### src/rtl/button_conditioner_pkg.sv
// Shared types and sizing helpers for the push-button conditioner.
package button_conditioner_pkg;

  typedef enum logic [2:0] {
    IDLE         = 3'd0,
    PRESS_WAIT   = 3'd1,
    HELD_DELAY   = 3'd2,
    HELD_REPEAT  = 3'd3,
    RELEASE_WAIT = 3'd4
  } btn_state_t;

  // One shared counter must reach max-1 of the three cycle parameters.
  function automatic int cnt_width(input int a, input int b, input int c);
    int m;
    m = a;
    if (b > m) m = b;
    if (c > m) m = c;
    return (m < 2) ? 1 : $clog2(m);
  endfunction

endpackage

### src/rtl/bit_sync.sv
// Multi-flop synchronizer for a single asynchronous bit, reset to 0.
module bit_sync #(
  parameter int STAGES = 2
) (
  input  logic clk,
  input  logic reset,
  input  logic d,
  output logic q
);

  (* ASYNC_REG = "TRUE" *) logic [STAGES-1:0] sync_q;

  always_ff @(posedge clk or posedge reset) begin
    if (reset) sync_q <= '0;
    else       sync_q <= {sync_q[STAGES-2:0], d};
  end

  assign q = sync_q[STAGES-1];

endmodule

### src/rtl/button_conditioner.sv
// Synchronizes, debounces and edge-detects one push button, with optional
// auto-repeat; down_pulse feeds the downstream button counter.
module button_conditioner
  import button_conditioner_pkg::*;
#(
  parameter int DEBOUNCE_CYC   = 250000,
  parameter int REPEAT_EN      = 1,
  parameter int REPEAT_DLY_CYC = 50000000,
  parameter int REPEAT_CYC     = 10000000,
  parameter int ACTIVE_LOW     = 0
) (
  input  logic clk,
  input  logic reset,
  input  logic btn_in,
  output logic level,
  output logic press,
  output logic release_pulse,  // "release" is a reserved word
  output logic rpt,
  output logic down_pulse
);

  localparam int CW = cnt_width(DEBOUNCE_CYC, REPEAT_DLY_CYC, REPEAT_CYC);
  localparam logic [CW-1:0] DEB_LAST = CW'(DEBOUNCE_CYC - 1);
  localparam logic [CW-1:0] DLY_LAST = CW'(REPEAT_DLY_CYC - 1);
  localparam logic [CW-1:0] RPT_LAST = CW'(REPEAT_CYC - 1);
  localparam logic [CW-1:0] CNT_MAX  = '1;

  logic btn_pol, s;
  btn_state_t state, state_nx;
  logic [CW-1:0] cnt, cnt_nx;
  logic level_nx, press_nx, release_nx, rpt_nx;

  assign btn_pol = btn_in ^ (ACTIVE_LOW != 0);

  bit_sync #(.STAGES(2)) u_sync (
    .clk   (clk),
    .reset (reset),
    .d     (btn_pol),
    .q     (s)
  );

  // A change on s always takes priority over a counter boundary.
  always_comb begin
    state_nx   = state;
    cnt_nx     = cnt;
    level_nx   = level;
    press_nx   = 1'b0;
    release_nx = 1'b0;
    rpt_nx     = 1'b0;
    case (state)
      IDLE: begin
        if (s) begin
          state_nx = PRESS_WAIT;
          cnt_nx   = '0;
        end
      end
      PRESS_WAIT: begin
        if (!s) begin
          state_nx = IDLE;
          cnt_nx   = '0;
        end else if (cnt == DEB_LAST) begin
          state_nx = HELD_DELAY;
          cnt_nx   = '0;
          press_nx = 1'b1;
          level_nx = 1'b1;
        end else begin
          cnt_nx = cnt + 1'b1;
        end
      end
      HELD_DELAY: begin
        if (!s) begin
          state_nx = RELEASE_WAIT;
          cnt_nx   = '0;
        end else if (REPEAT_EN != 0 && cnt == DLY_LAST) begin
          state_nx = HELD_REPEAT;
          cnt_nx   = '0;
          rpt_nx   = 1'b1;
        end else if (cnt != CNT_MAX) begin
          cnt_nx = cnt + 1'b1;
        end
      end
      HELD_REPEAT: begin
        if (!s) begin
          state_nx = RELEASE_WAIT;
          cnt_nx   = '0;
        end else if (cnt == RPT_LAST) begin
          cnt_nx = '0;
          rpt_nx = 1'b1;
        end else begin
          cnt_nx = cnt + 1'b1;
        end
      end
      RELEASE_WAIT: begin
        if (s) begin
          state_nx = HELD_DELAY;
          cnt_nx   = '0;
        end else if (cnt == DEB_LAST) begin
          state_nx   = IDLE;
          cnt_nx     = '0;
          release_nx = 1'b1;
          level_nx   = 1'b0;
        end else begin
          cnt_nx = cnt + 1'b1;
        end
      end
      default: begin
        state_nx = IDLE;
        cnt_nx   = '0;
        level_nx = 1'b0;
      end
    endcase
  end

  always_ff @(posedge clk or posedge reset) begin
    if (reset) begin
      state         <= IDLE;
      cnt           <= '0;
      level         <= 1'b0;
      press         <= 1'b0;
      release_pulse <= 1'b0;
      rpt           <= 1'b0;
      down_pulse    <= 1'b0;
    end else begin
      state         <= state_nx;
      cnt           <= cnt_nx;
      level         <= level_nx;
      press         <= press_nx;
      release_pulse <= release_nx;
      rpt           <= rpt_nx;
      down_pulse    <= press_nx | rpt_nx;
    end
  end

endmodule

### config.mk
export PLATFORM = sky130hd
export DESIGN_NAME = button_conditioner
export DESIGN_NICKNAME = d
export VERILOG_FILES = /design/src/rtl/button_conditioner_pkg.sv /design/src/rtl/bit_sync.sv /design/src/rtl/button_conditioner.sv
export SDC_FILE = /design/constraint.sdc
export NUM_CORES = 1
export LEC_CHECK = 0
export BUFFER_PORTS_ARGS = -buffer_cell sky130_fd_sc_hd__buf_2
export CAP_MARGIN = 20
export CORE_MARGIN = 5
export CORE_UTILIZATION = 40
export CTS_CLUSTER_DIAMETER = 120
export DETAILED_ROUTE_END_ITERATION = 16
export HOLD_SLACK_MARGIN = 0.15
export PLACE_DENSITY = 0.58
export SETUP_SLACK_MARGIN = 0.3
export SYNTH_ARGS = -nofsm -noshare
export SYNTH_HDL_FRONTEND = slang
export SYNTH_SLANG_ARGS = --single-unit
### constraint.sdc
create_clock -name clk -period 2.9 [get_ports clk]
set_clock_uncertainty 0.15 [all_clocks]
set_input_delay 0.435 -clock clk [delete_from_list [all_inputs] [get_ports clk]]
set_output_delay 0.435 -clock clk [all_outputs]
set_load 0.02 [all_outputs]
After elaboration in Yosys (flattened, before gate mapping)
Index checks and enable logic that the tools add are counted.
{"block": "word_totals", "elab_cells": 68, "inputBits": 3, "register_bits": 36, "output_inout_bits": 5}
{"block": "classes", "n_addsub": 1, "mux": 34, "bitwise": 2, "n_eq_ne": 18, "n_reduce_logical": 5}
{"op": "two-way mux 26 bit", "count": 9}
{"op": "one-hot mux 26 bit (5 select lines)", "count": 1}
{"op": "adder 26 x 1 -> 26 bit, second input constant", "count": 1}
{"op": "equality test 26 x 18 -> 1 bit, second input constant", "count": 1}
{"op": "equality test 26 x 24 -> 1 bit, second input constant", "count": 1}
{"op": "equality test 26 bit, second input constant", "count": 1}
{"op": "!= test 26 bit, second input constant", "count": 1}
{"op": "two-way mux 3 bit", "count": 8}
{"op": "one-hot mux 3 bit (5 select lines)", "count": 1}
{"op": "two-way mux 1 bit", "count": 13}
{"op": "AND reduction 5 bit", "count": 2}
{"op": "!= test 2 bit, second input constant", "count": 4}
{"op": "equality test 3 x 2 -> 1 bit, second input constant", "count": 2}
{"op": "!= test 3 bit, second input constant", "count": 2}
{"op": "!= test 2 x 1 -> 1 bit, second input constant", "count": 2}
{"op": "!= test 4 bit, second input constant", "count": 1}
{"op": "equality test 3 x 1 -> 1 bit, second input constant", "count": 1}
{"op": "equality test 3 bit, second input constant", "count": 1}
{"op": "zero test 3 bit", "count": 1}
{"op": "!= test 3 x 2 -> 1 bit, second input constant", "count": 1}
{"op": "one-hot mux 1 bit (3 select lines)", "count": 1}
{"op": "OR reduction 3 bit", "count": 1}
{"op": "one-hot mux 1 bit (2 select lines)", "count": 1}
{"op": "AND reduction 2 bit", "count": 1}
{"op": "other kinds (2)", "count": 2}

Longest topological paths before layout
{"block": "depth", "word_depth": 5, "depth_mapped": 9, "depth_no_buf": 7}

Hierarchy
A second synthesis with hierarchy kept.
{"block": "hier_totals", "hier_cells": 240, "hier_area_um2": 2102.0}
{"mod": "button_conditioner", "cells_each": 237, "area_each_um2": 2048.2, "seq_area_each_um2": 850.8, "instances": 1}
{"mod": "bit_sync", "cells_each": 3, "area_each_um2": 53.8, "seq_area_each_um2": 50.0, "instances": 1}

Worst setup path before layout
No wires, ideal clock.
{"block": "synth_path", "kind": "reg-to-reg", "start": "register cnt[18]", "end": "register cnt[7]", "required_time_ns": 2.616, "t_arrival_ns": 2.652, "slack_ns": -0.036, "path_buffers": 2, "setup_ns": 0.134, "period_less_slack_ns": 2.936, "stages_incl_launch_ff": 9, "path_cell_list": "dfrtp_1 or4_4 or4_1 or4_4 a22o_1 buf_6 buf_6 a22oi_2 o41ai_1"}
{"block": "synth_via", "elab_chain_cells": 4, "elab_cells_between_ends": 14, "classes_between": "eq/ne: 5; mux: 8; reduce/logical: 1"}
{"item": "from (decl)", "line_no": "button_conditioner.sv:30", "rtl": "logic [CW-1:0] cnt, cnt_nx;"}
{"item": "from (signal assigned)", "line_no": "button_conditioner.sv:125", "rtl": "cnt <= cnt_nx;"}
{"item": "equality test 26 x 18 -> 1 bit (tied with other cells)", "line_no": "button_conditioner.sv:61, button_conditioner.sv:97"}
{"item": "two-way mux 26 bit (on tied branches) (2 in a row)"}
{"item": "one-hot mux 26 bit (5 select lines)", "line_no": "button_conditioner.sv:50", "rtl": "case (state)"}
Parallel ways exist; a longest one is shown, timed or not.
A chain may end at the register's enable or synchronous reset.

Worst setup path after layout
{"block": "layout_path", "start": "register cnt[11]", "end": "register cnt[4]"}
Same word-level chain as after synthesis.

==> results.md <==
- Share of cells above drive strength 1: 0.2955
- GR Util met3: 0.03663
- Most crowded layer after global routing: met2
- Max Cap Viol: 0
- First-pass GRT wire length: 8.907 mm
- Effective utilization at floorplan: 0.4144
- Syn. warnings: 0
- Clock sinks: 36
- CTS tree: yes
- Initial antenna violation count: 0
- CTS max path bufs: 2
- Die X: 83.20 um
- Worst path max stage delay: 0.53 ns
- Clk slew on worst S/H paths: 0.07 ns
- Max Clk Rate: 0.3498 GHz
- GR Overflow Total: 0
- WS Path Type: reg2reg
- Vias: 1856
- Post-synthesis sequential area ratio: 0.4203
- Pre-CTS setup slack: -0.03101 ns
- Yosys top cell area share: 0.4203
- Met2 usage: 0.2383
- Final #Nets: 267
- Later-pin clock latency in the skew report: 0.29 ns
- Peak VDD IR: 0.1784 mV
- CTS buffer count: 5
- Post-synth cell types: 44
- CP endpoint kind: flip-flop
- Critical path fanouts, max: 9
- Final Power: 1.083 mW
- Mux contribution to synthesized area: 0
- CP most frequent cell: or4_4
- Top cells by area, synth: dfrtp_1 (42%), a22oi_2 (5.8%), nand2_1 (3.5%)
- Post-Synth Simple-Gate Area: 0.2866
- Crit path DAT: 2.89 ns
- Worst path slowest cell: or4_4
- EDFF count, synth: 0
- Largest family of logic cells by synthesized area: simple AND/OR/NAND/NOR gates
- Placer Congestion: 0.8009
- Detailed placement HPWL: 3.742 mm
- Vias per cell: 5.557
- Root Buffer Master: clkbuf_8
- Synth Area in XOR/XNOR: 0
- Final hold violation count: 0
- Post-Synthesis Cells: 235
- PwrDens: 404.2 mW/mm^2
- Synth Area in Compound Gates: 0.2160
- Drt pass-1 iters: 4
- DR DRC count: 0
- HP Class: reg2reg
- Top_reg_cell synth: dfrtp_1
- FFs w/ async S/R, synth: 1.000
- CP top delay family: simple AND/OR/NAND/NOR gates
- Max-slew violations: 0
- Fillers: 463
- Mapped Area: 0.002143 sq mm
- Vias in the first global route: 1708
- Register Area: 900.9 sq um
- Final setup violation count: 0
- Hold Slack: 0.2136 ns
- Routed WL: 5.248 mm
- Lkg Pwr: 1.057 nW
- FF-to-FF setup slack: 0.04 ns
- Yosys top cell by area: dfrtp_1
- Worst-margin pin slew: 0.6990 ns
- Worst Path Buf+Inv: 1
- Max-slew headroom: 0.5335
- Clock period minus worst slack: 2.859 ns
- Final WS setup: 0.04141 ns
- Multi-input gate area: 0.001172 sq mm
- CORE AREA: 0.005172 sq mm
- Largest net degree at the start of global routing: 22
- Final Cycle Share: 0.9857
- Die ar.: 0.006922 sq mm
- Required @ worst endpoint: 2.93 ns
- RSZ-0062 raised after global routing: true
- Worst Setup Start Kind: flip-flop
- I/O pin count: 8
- Antenna diode count: 0
- I/O Buffers: 7
- Met1 Use GR: 0.2297
- Cell row count: 26
- Status: completed
- H-tree Lvls: 2
- Placed cell area: 0.002437 sq mm
- Total GRT Usage: 0.1589
- Crit-path cells: or4_4 -> or4_1 -> or4_4 -> a22o_4 -> buf_6 -> a21oi_1 -> o22ai_1
- #FFs+latches synth: 36
- Wire per inst: 15.71 um
- DRT antenna net count: 0
- Post-synthesis adder-cell area fraction: 0.005838
- Layout area overhead: 24.99%
- Fin area: 0.002679 sq mm
- Synth Net Count: 239
- Die Y: 83.20 um
- Avg Cell Area, Syn: 9.120 sq um
- DR iter-0 viols: 106
==> sequential cells by signal, summed over array words and instances (netlist names) <==
register	count
down_pulse	1
press	1
u_sync.sync_q	2
cnt	26
state	3
level	1
rpt	1
release_pulse	1
==> Yosys cell counts (all sizes together) (3+ instances only) <==
cell type / instances
nand2: 20
inv: 15
o211ai: 5
o31ai: 7
a22oi: 10
or2: 3
nor4: 8
or4: 3
nand2b: 4
and2: 7
o22ai: 8
nand4b: 3
o21ai: 6
nand4: 9
a21oi: 13
and4: 3
nor2: 10
nor3: 5
a22o: 3
nor2b: 3
clkbuf: 8
dfrtp: 36
buf: 8
nand3: 15
or3: 7
==> worst reg2reg max path, delay by kind of cell, from the launching register on <==
family / cells / cell delay, ns
DFF: 1 / 0.39
buffers and inverters: 1 / 0.16
AOI/OAI and AO/OA: 3 / 0.55
and+or+nand+nor: 3 / 1.50
==> per-stage QoR <==
| step | std cells | setup TNS, ns | util |
|---|---|---|---|
| floorplan | 235 | 0 | - |
| detailed placement | 322 | -0.07974 | 0.4712 |
| global placement | 322 | 0 | 0.4712 |
| CTS | 332 | 0 | 0.5060 |
| finish | 334 | 0 | 0.5179 |
| global route | 334 | -0.06725 | 0.5179 |
==> where the power goes <==
part           leakage (nW)  internal [mW]  switching (mW)
logic                 0.498         0.0342          0.0471
clock network        0.0645          0.304           0.187
registers             0.495          0.506         0.00533
==> cells in the final DEF, fill, tap and decap left out, types with 3 or more instances in the layout <==
master    count
nor4_1        8
buf_2         7
o22ai_1       7
nand4_1       9
and4_1        3
nand4b_1      3
a21oi_1       4
inv_1        15
nand3_1      15
nand2b_1      3
o21ai_2       3
and2_1        7
nand2_1      20
or3_1         6
buf_4        21
or2_2         3
dfrtp_1      36
nor3_1        5
clkbuf_8      7
o211ai_1      5
o31ai_1       7
nor2b_1       3
a22oi_2      10
a21oi_2       9
nor2_1        9
buf_12        5
==> worst paths after layout <==
kind | end | startpoint | cells past startpoint
setup / recovery | cnt[4] | cnt[11] | 7
hold / removal | u_sync.sync_q[1] | u_sync.sync_q[0] | 0
setup reg to reg | cnt[4] | cnt[11] | 7
max in group asynchronous | cnt[15] | reset | 4
hold reg to reg | u_sync.sync_q[1] | u_sync.sync_q[0] | 0
min in group asynchronous | cnt[6] | reset | 3
==> final cells by class <==
cell class,count,area share
Tap cell,70,0.03269
Inverter,15,0.02102
Sequential cell,36,0.3363
Multi-Input combinational cell,168,0.4376
Clock buffer,7,0.03596
Timing Repair Buffer,37,0.1252
Clock inverter,1,0.01121
==> kinds of logic after synthesis <==
group,Yosys count
buffers and inverters,31
adders and majority gates,1
AOI/OAI and AO/OA,61
DFF,36
and+or+nand+nor,106
==> layer usage <==
metal	share of wire	routed length (um)	vias to the layer above
li1	-	-	932
met1	0.49	2572	885
met2	0.46	2411	32
met3	0.039	205	7
met4	0.011	59	0
met5	0	0	-
==> repair_timing <==
item | CTS | global route
hold endpoints to repair | 16 | 0
setup endpoints to repair | 32 | 33
hold buffers | 2 | 0
setup buffers | 0 | 2
resized for setup | 8 | 10
pin swaps | 1 | 5
(Power assumes the default switching activity.)
